--- config.mk ---
export PLATFORM = sky130hd
export DESIGN_NAME = debounce_repeat
export DESIGN_NICKNAME = d
export VERILOG_FILES = /design/src/rtl/debounce_repeat.sv
export SDC_FILE = /design/constraint.sdc
export NUM_CORES = 1
export LEC_CHECK = 0
export ABC_AREA = 0
export CORE_ASPECT_RATIO = 0.6
export CORE_MARGIN = 1.5
export CORE_UTILIZATION = 45
export DETAILED_ROUTE_END_ITERATION = 7
export SYNTH_ARGS = -nofsm -noshare
export SYNTH_HDL_FRONTEND = slang
export SYNTH_SLANG_ARGS = --single-unit
--- constraint.sdc ---
create_clock -name clk -period 3.2 [get_ports clk]
set_input_delay 0.8 -clock clk [delete_from_list [all_inputs] [get_ports clk]]
set_output_delay 0.8 -clock clk [all_outputs]
set_load 0.02 [all_outputs]
--- src/rtl/debounce_repeat.sv ---
// rtl/debounce_repeat.sv - multi-channel debouncer with press/release/auto-repeat pulses
//
// Purpose:
//   Consumes an already-synchronised button/switch vector and produces a clean
//   debounced level per channel plus single-cycle press, release and
//   auto-repeat pulses. Every channel is independent and all share one clock.
//
// Ports:
//   clk            in   1      system clock, all logic on the rising edge
//   rst            in   1      synchronous active-low reset (0 = reset)
//   en             in   1      enable; when 0 counters clear, level holds, no pulses
//   sync_in        in   WIDTH  synchronised raw inputs, 1 = pressed
//   level          out  WIDTH  debounced level per channel
//   press          out  WIDTH  1-cycle pulse when level rises
//   release_pulse  out  WIDTH  1-cycle pulse when level falls
//   repeat_pulse   out  WIDTH  1-cycle auto-repeat pulse while level is held high
//
//   The release and repeat outputs carry a _pulse suffix because "release" and
//   "repeat" are reserved words in SystemVerilog.

module debounce_repeat #(
    parameter int          WIDTH         = 4,
    parameter int unsigned STABLE_CYCLES = 1000,
    parameter int unsigned REPEAT_DELAY  = 500000,
    parameter int unsigned REPEAT_PERIOD = 100000
) (
    input  logic             clk,
    input  logic             rst,
    input  logic             en,
    input  logic [WIDTH-1:0] sync_in,
    output logic [WIDTH-1:0] level,
    output logic [WIDTH-1:0] press,
    output logic [WIDTH-1:0] release_pulse,
    output logic [WIDTH-1:0] repeat_pulse
);

    // Terminal counts: a counter that has reached *_LAST on the current edge
    // completes its interval on that edge.
    localparam logic [31:0] STABLE_LAST = 32'(STABLE_CYCLES - 1);
    localparam logic [31:0] DELAY_LAST  = 32'(REPEAT_DELAY - 1);
    localparam logic [31:0] PERIOD_LAST = (REPEAT_PERIOD == 0) ? 32'd0 : 32'(REPEAT_PERIOD - 1);
    localparam logic        REPEAT_ON   = (REPEAT_PERIOD != 0);

    // Auto-repeat per channel: IDLE while released; HELD is split into the
    // initial-delay phase and the periodic phase.
    typedef enum logic [1:0] {
        REP_IDLE     = 2'd0,
        REP_DELAY    = 2'd1,
        REP_PERIODIC = 2'd2
    } rep_state_t;

    logic [31:0] deb_cnt   [WIDTH];
    logic [31:0] rep_cnt   [WIDTH];
    rep_state_t  rep_state [WIDTH];

    logic [WIDTH-1:0] mismatch;
    logic [WIDTH-1:0] flip;
    logic [WIDTH-1:0] rise;
    logic [WIDTH-1:0] fall;
    logic [WIDTH-1:0] rep_hit;
    logic [WIDTH-1:0] rep_fire;

    always_comb begin
        mismatch = '0;
        flip     = '0;
        rise     = '0;
        fall     = '0;
        rep_hit  = '0;
        rep_fire = '0;
        for (int i = 0; i < WIDTH; i++) begin
            mismatch[i] = (sync_in[i] != level[i]);
            // level flips on the STABLE_CYCLES-th consecutive mismatching edge
            flip[i]     = en && mismatch[i] && (deb_cnt[i] == STABLE_LAST);
            rise[i]     = flip[i] && sync_in[i];
            fall[i]     = flip[i] && !sync_in[i];
            case (rep_state[i])
                REP_DELAY:    rep_hit[i] = (rep_cnt[i] == DELAY_LAST);
                REP_PERIODIC: rep_hit[i] = (rep_cnt[i] == PERIOD_LAST);
                default:      rep_hit[i] = 1'b0;
            endcase
            // A falling edge wins over a due repeat: no repeat on the release cycle.
            rep_fire[i] = en && REPEAT_ON && rep_hit[i] && !fall[i];
        end
    end

    always_ff @(posedge clk) begin
        if (!rst) begin
            level         <= '0;
            press         <= '0;
            release_pulse <= '0;
            repeat_pulse  <= '0;
            for (int i = 0; i < WIDTH; i++) begin
                deb_cnt[i]   <= 32'd0;
                rep_cnt[i]   <= 32'd0;
                rep_state[i] <= REP_IDLE;
            end
        end else begin
            // rise/fall/rep_fire are already gated by en, so pulses drop to 0
            // while disabled.
            press         <= rise;
            release_pulse <= fall;
            repeat_pulse  <= rep_fire;
            for (int i = 0; i < WIDTH; i++) begin
                if (!en) begin
                    deb_cnt[i]   <= 32'd0;
                    rep_cnt[i]   <= 32'd0;
                    // A held channel restarts from the initial repeat delay.
                    rep_state[i] <= level[i] ? REP_DELAY : REP_IDLE;
                end else begin
                    if (!mismatch[i]) begin
                        deb_cnt[i] <= 32'd0;
                    end else if (flip[i]) begin
                        deb_cnt[i] <= 32'd0;
                        level[i]   <= sync_in[i];
                    end else begin
                        deb_cnt[i] <= deb_cnt[i] + 32'd1;
                    end

                    case (rep_state[i])
                        REP_IDLE: begin
                            rep_cnt[i] <= 32'd0;
                            if (rise[i]) begin
                                rep_state[i] <= REP_DELAY;
                            end
                        end
                        REP_DELAY, REP_PERIODIC: begin
                            if (fall[i]) begin
                                rep_state[i] <= REP_IDLE;
                                rep_cnt[i]   <= 32'd0;
                            end else if (!REPEAT_ON) begin
                                rep_cnt[i]   <= 32'd0;
                            end else if (rep_hit[i]) begin
                                rep_state[i] <= REP_PERIODIC;
                                rep_cnt[i]   <= 32'd0;
                            end else begin
                                rep_cnt[i]   <= rep_cnt[i] + 32'd1;
                            end
                        end
                        default: begin
                            rep_state[i] <= REP_IDLE;
                            rep_cnt[i]   <= 32'd0;
                        end
                    endcase
                end
            end
        end
    end

endmodule
==> reports/metrics.csv <==
stage,metric,value,unit
power_and_ir_drop,ir_drop,434,uV
finish,syn2layout_area_growth,15.3,%
critical_path,crit_cells,7,
synthesis,syn_area,0.0159,mm^2
floorplan,io_pins,23,
placement,portBuffers,22,
power_and_ir_drop,p_clk_share,43.2,%
critical_path,r2r-start,rep_state[1][1],
floorplan,die_x,246,um
floorplan,core-area,0.0349,mm^2
sta,setup_viol,0,
finish,nNetsFinal,1733,
global_routing,grt_max_degree,33,
synthesis,synth_edf_count,264,
power_and_ir_drop,pwr-share-seq,52.1,%
critical_path,crit_path_start_kind,register,
synthesis,netlist_instances,1547,
critical_path,rr_worst_depth,7,
power_and_ir_drop,p_sw,1900,uW
floorplan,initial_core_util,45.6,%
global_routing,grt_usage,18.8,%
placement,place.detailed.hpwl,23.3,mm
critical_path,crit_path_top_delay_cell,nor4_1,
global_routing,grt_pass1_wl,56.3,mm
synthesis,yosys_most_used_dff,edfxtp_1,
clocking,postCtsResizedCells,0,
drt,dr_total_vias,11700,
hold_path,worstHoldEndpoint,level[3],
run_status,status,"complete, no violations",
synthesis,ys_types,65,
synthesis,yosysSeqAreaShare,51.9,%
finish,diodes,0,
placement,gp_congestion,0.803,
flow_run,maxCapViolations,0,
synthesis,async_flop_share,0,%
sta,fin_tns_setup,0,ns
critical_path,cp_top_family,simple AND/OR/NAND/NOR gates,
synthesis,yosysTopAreaCellShare,49.9,%
global_routing,antenna_found_initial,0,
floorplan,dieArea,0.0365,mm^2
sta,fin_crit,2.74,ns
clocking,clk_pin_slew,0.06,ns
clocking,htreeDepth,1,
hold_path,worst_hold_path.num_cells,2,
power_and_ir_drop,powerDensity,452,mW/mm^2
sta,postLayoutSetupSlackWorst,0.464,ns
drt,firstDrtPassIters,5,
synthesis,yosysWarnings,0,
clocking,root_buffer,clkbuf_16,
power_and_ir_drop,p_comb_share,4.7,%
sta,drv_slew,0,
clocking,clkLatencyLatePin,0.58,ns
drt,drt_iter0_markers,986,
sta,fin_skew,0.0214,ns
clocking,cts_tree,done,
clocking,clk_path_buf_depth,3,
hold_path,min-delay-start,level[3],
sta,max_freq,366,MHz
power_and_ir_drop,p_int,6380,uW
synthesis,synth_top_area_cell,edfxtp_1,
floorplan,rows,53,
sta,max_slew_margin,55.1,%
sta,period_share,85.5,%
drt,drcViolationCount,0,
drt,post_drt_wl_per_cell,15.5,um
placement,placedCellCount,2141,
critical_path,path_class,register to register,
clocking,post_cts_buffers,0,
finish,multi_input_area,0.00767,mm^2
drt,drtAntennaViolNets,0,
hold_path,hp-class,register to register,
critical_path,rr_endpoint,rep_cnt[1][16],
global_routing,grt_overflow,0,
critical_path,critPathMaxFanout,32,
power_and_ir_drop,p_leak,0.00615,uW
synthesis,syn_avg_cell_area,10.3,um^2
placement,dpl_worst_slack,-0.00795,ns
power_and_ir_drop,total_power,8280,uW
global_routing,grt_pass1_vias,10600,
critical_path,cp.required,3.51,ns
drt,viasPerCell,5.31,
critical_path,worst_ep_arrival_time,3.05,ns
critical_path,slowest_delay,0.64,ns
critical_path,path_cells,inv_1 > ha_1 > nor4b_1 > nand4_1 > nor4_1 > a211o_4 > nor2_1,
clocking,postCtsHoldBufs,0,
sta,finalHoldViolCount,0,
power_and_ir_drop,switching_share,22.9,%
sta,rsz0062_at_grt,no,
critical_path,end_kind,register,
finish,final_cells,2197,
synthesis,synth_area_leaders,"edfxtp_1 50%, xnor2_1 6.4%, nor2_1 6.2%",
floorplan,die_h,149,um
finish,fillCellCount,3187,
drt,wl,34.1,mm
sta,tightest_slew,0.670,ns
finish,seqCellArea,0.00825,mm^2
finish,drive_above_1_share,6.18,%
clocking,numClockSinks,280,
clocking,cts_buffers,30,
critical_path,r2r_slack,0.46,ns
critical_path,path_buf_inv,1,
synthesis,ys_ff_latch,280,
layer usage:
metal	part of all wire [%]	track usage, %	routed length [um]	vias up
li1	-	-	-	5863
met1	55	31.3	18800	5541
met2	38	24.6	13000	220
met3	4.5	2.89	1540	51
met4	2.1	4.69	731	0
met5	0	0	0	-
sequential cells by signal, indices dropped and copies added (netlist names):
signal and cells:
release_pulse 4, rep_cnt 128, deb_cnt 128, press 4, rep_state 8, repeat_pulse 4, level 4
cell type report:
| class | instances | share of cell area [%] |
|---|---|---|
| clock inverters | 17 | 0.928 |
| well taps | 467 | 3.19 |
| clock buffers | 39 | 4.56 |
| flip-flops and latches | 280 | 45.0 |
| inverters | 39 | 0.798 |
| repair buffers | 62 | 3.73 |
| multi-input cells | 1293 | 41.8 |
cell families (layout without fill, tap and decap cells):
logic type | Yosys count | count (layout) | synth area share (%)
muxes | 7 | 7 | 0.449
other | 1 | 128 | 0.0236
and+or+nand+nor | 849 | 849 | 28.1
buffers and inverters | 101 | 157 | 2.94
DFF | 280 | 280 | 51.9
adders and majority gates | 20 | 20 | 1.57
xor gates and xnor gates | 228 | 228 | 12.6
AOI/OAI and AO/OA | 61 | 61 | 2.46
synth_stat cells (3+ instances only):
| cell type | n |
|---|---|
| a211oi_1 | 3 |
| a21oi_1 | 21 |
| a22oi_1 | 3 |
| and2_1 | 24 |
| and3_1 | 40 |
| and3b_1 | 3 |
| and4_1 | 33 |
| buf_2 | 25 |
| buf_6 | 7 |
| clkbuf_1 | 27 |
| dfxtp_1 | 16 |
| edfxtp_1 | 264 |
| ha_1 | 20 |
| inv_1 | 38 |
| mux2i_1 | 6 |
| nand2_1 | 94 |
| nand2b_1 | 5 |
| nand3_1 | 77 |
| nand3b_1 | 4 |
| nand4_1 | 90 |
| nor2_1 | 264 |
| nor3_1 | 87 |
| nor3b_1 | 7 |
| nor4_1 | 64 |
| nor4b_1 | 10 |
| o21ai_0 | 19 |
| o31ai_1 | 3 |
| or3_1 | 16 |
| or4_1 | 5 |
| or4_4 | 3 |
| xnor2_1 | 116 |
| xor2_1 | 112 |
how the worst max path moves through the flow:
stage                    startpoint              to  slack (ns)
finish              rep_state[1][1]  rep_cnt[1][16]        0.46
CTS                 rep_state[1][1]  rep_cnt[1][29]        0.48
floorplan                sync_in[3]  rep_cnt[3][23]        0.71
global route        rep_state[1][1]   rep_cnt[1][7]        0.28
global placement                 en  rep_cnt[1][23]        0.07
detailed placement               en  rep_cnt[1][22]      -0.008
per-stage QoR:
step	util [%]	area (um^2)	hold slack [ns]
finish	52.6	18300	0.585
global route	52.6	18300	0.617
CTS	52.6	18300	0.586
detailed placement	49.7	17300	0.562
global placement	49.7	17300	0.569
floorplan	-	16400	0.551
cells in the final DEF, fill, tap and decap left out, types with 4 or more instances in the layout:
| cell | n |
|---|---|
| mux2i_1 | 6 |
| nor4b_1 | 10 |
| clkbuf_1 | 5 |
| conb_1 | 128 |
| nand4_1 | 90 |
| or4_1 | 5 |
| dfxtp_1 | 16 |
| and2_1 | 24 |
| inv_1 | 38 |
| clkbuf_16 | 31 |
| xnor2_1 | 116 |
| xor2_1 | 112 |
| nor3b_1 | 7 |
| nand3b_1 | 4 |
| clkinv_2 | 5 |
| a21oi_1 | 21 |
| and4_1 | 33 |
| buf_12 | 13 |
| and3_1 | 40 |
| nand3_1 | 77 |
| ha_1 | 20 |
| nand2b_1 | 5 |
| clkdlybuf4s50_1 | 22 |
| buf_4 | 27 |
| clkinv_1 | 7 |
| nor2_1 | 263 |
| nor4_1 | 63 |
| o21ai_0 | 19 |
| nor3_1 | 87 |
| nand2_1 | 94 |
| or3_1 | 16 |
| edfxtp_1 | 264 |
worst min-delay path: stages, from the launching register on:
cell     delay, ns
dfxtp_1       0.35
mux2i_1       0.13
nor2_1        0.06
power groups by stage:
| stage | Clock, uW | Sequential, uW | Combinational [uW] |
|---|---|---|---|
| 3_3_place_gp | 0 | 4380 | 382 |
| 2_1_floorplan | 0 | 4330 | 286 |
| 3_5_place_dp | 0 | 4380 | 385 |
| 5_1_grt | 3810 | 4330 | 441 |
| 4_1_cts | 3670 | 4310 | 389 |
| 6_report | 3580 | 4310 | 391 |
(Power assumes the default switching activity.)
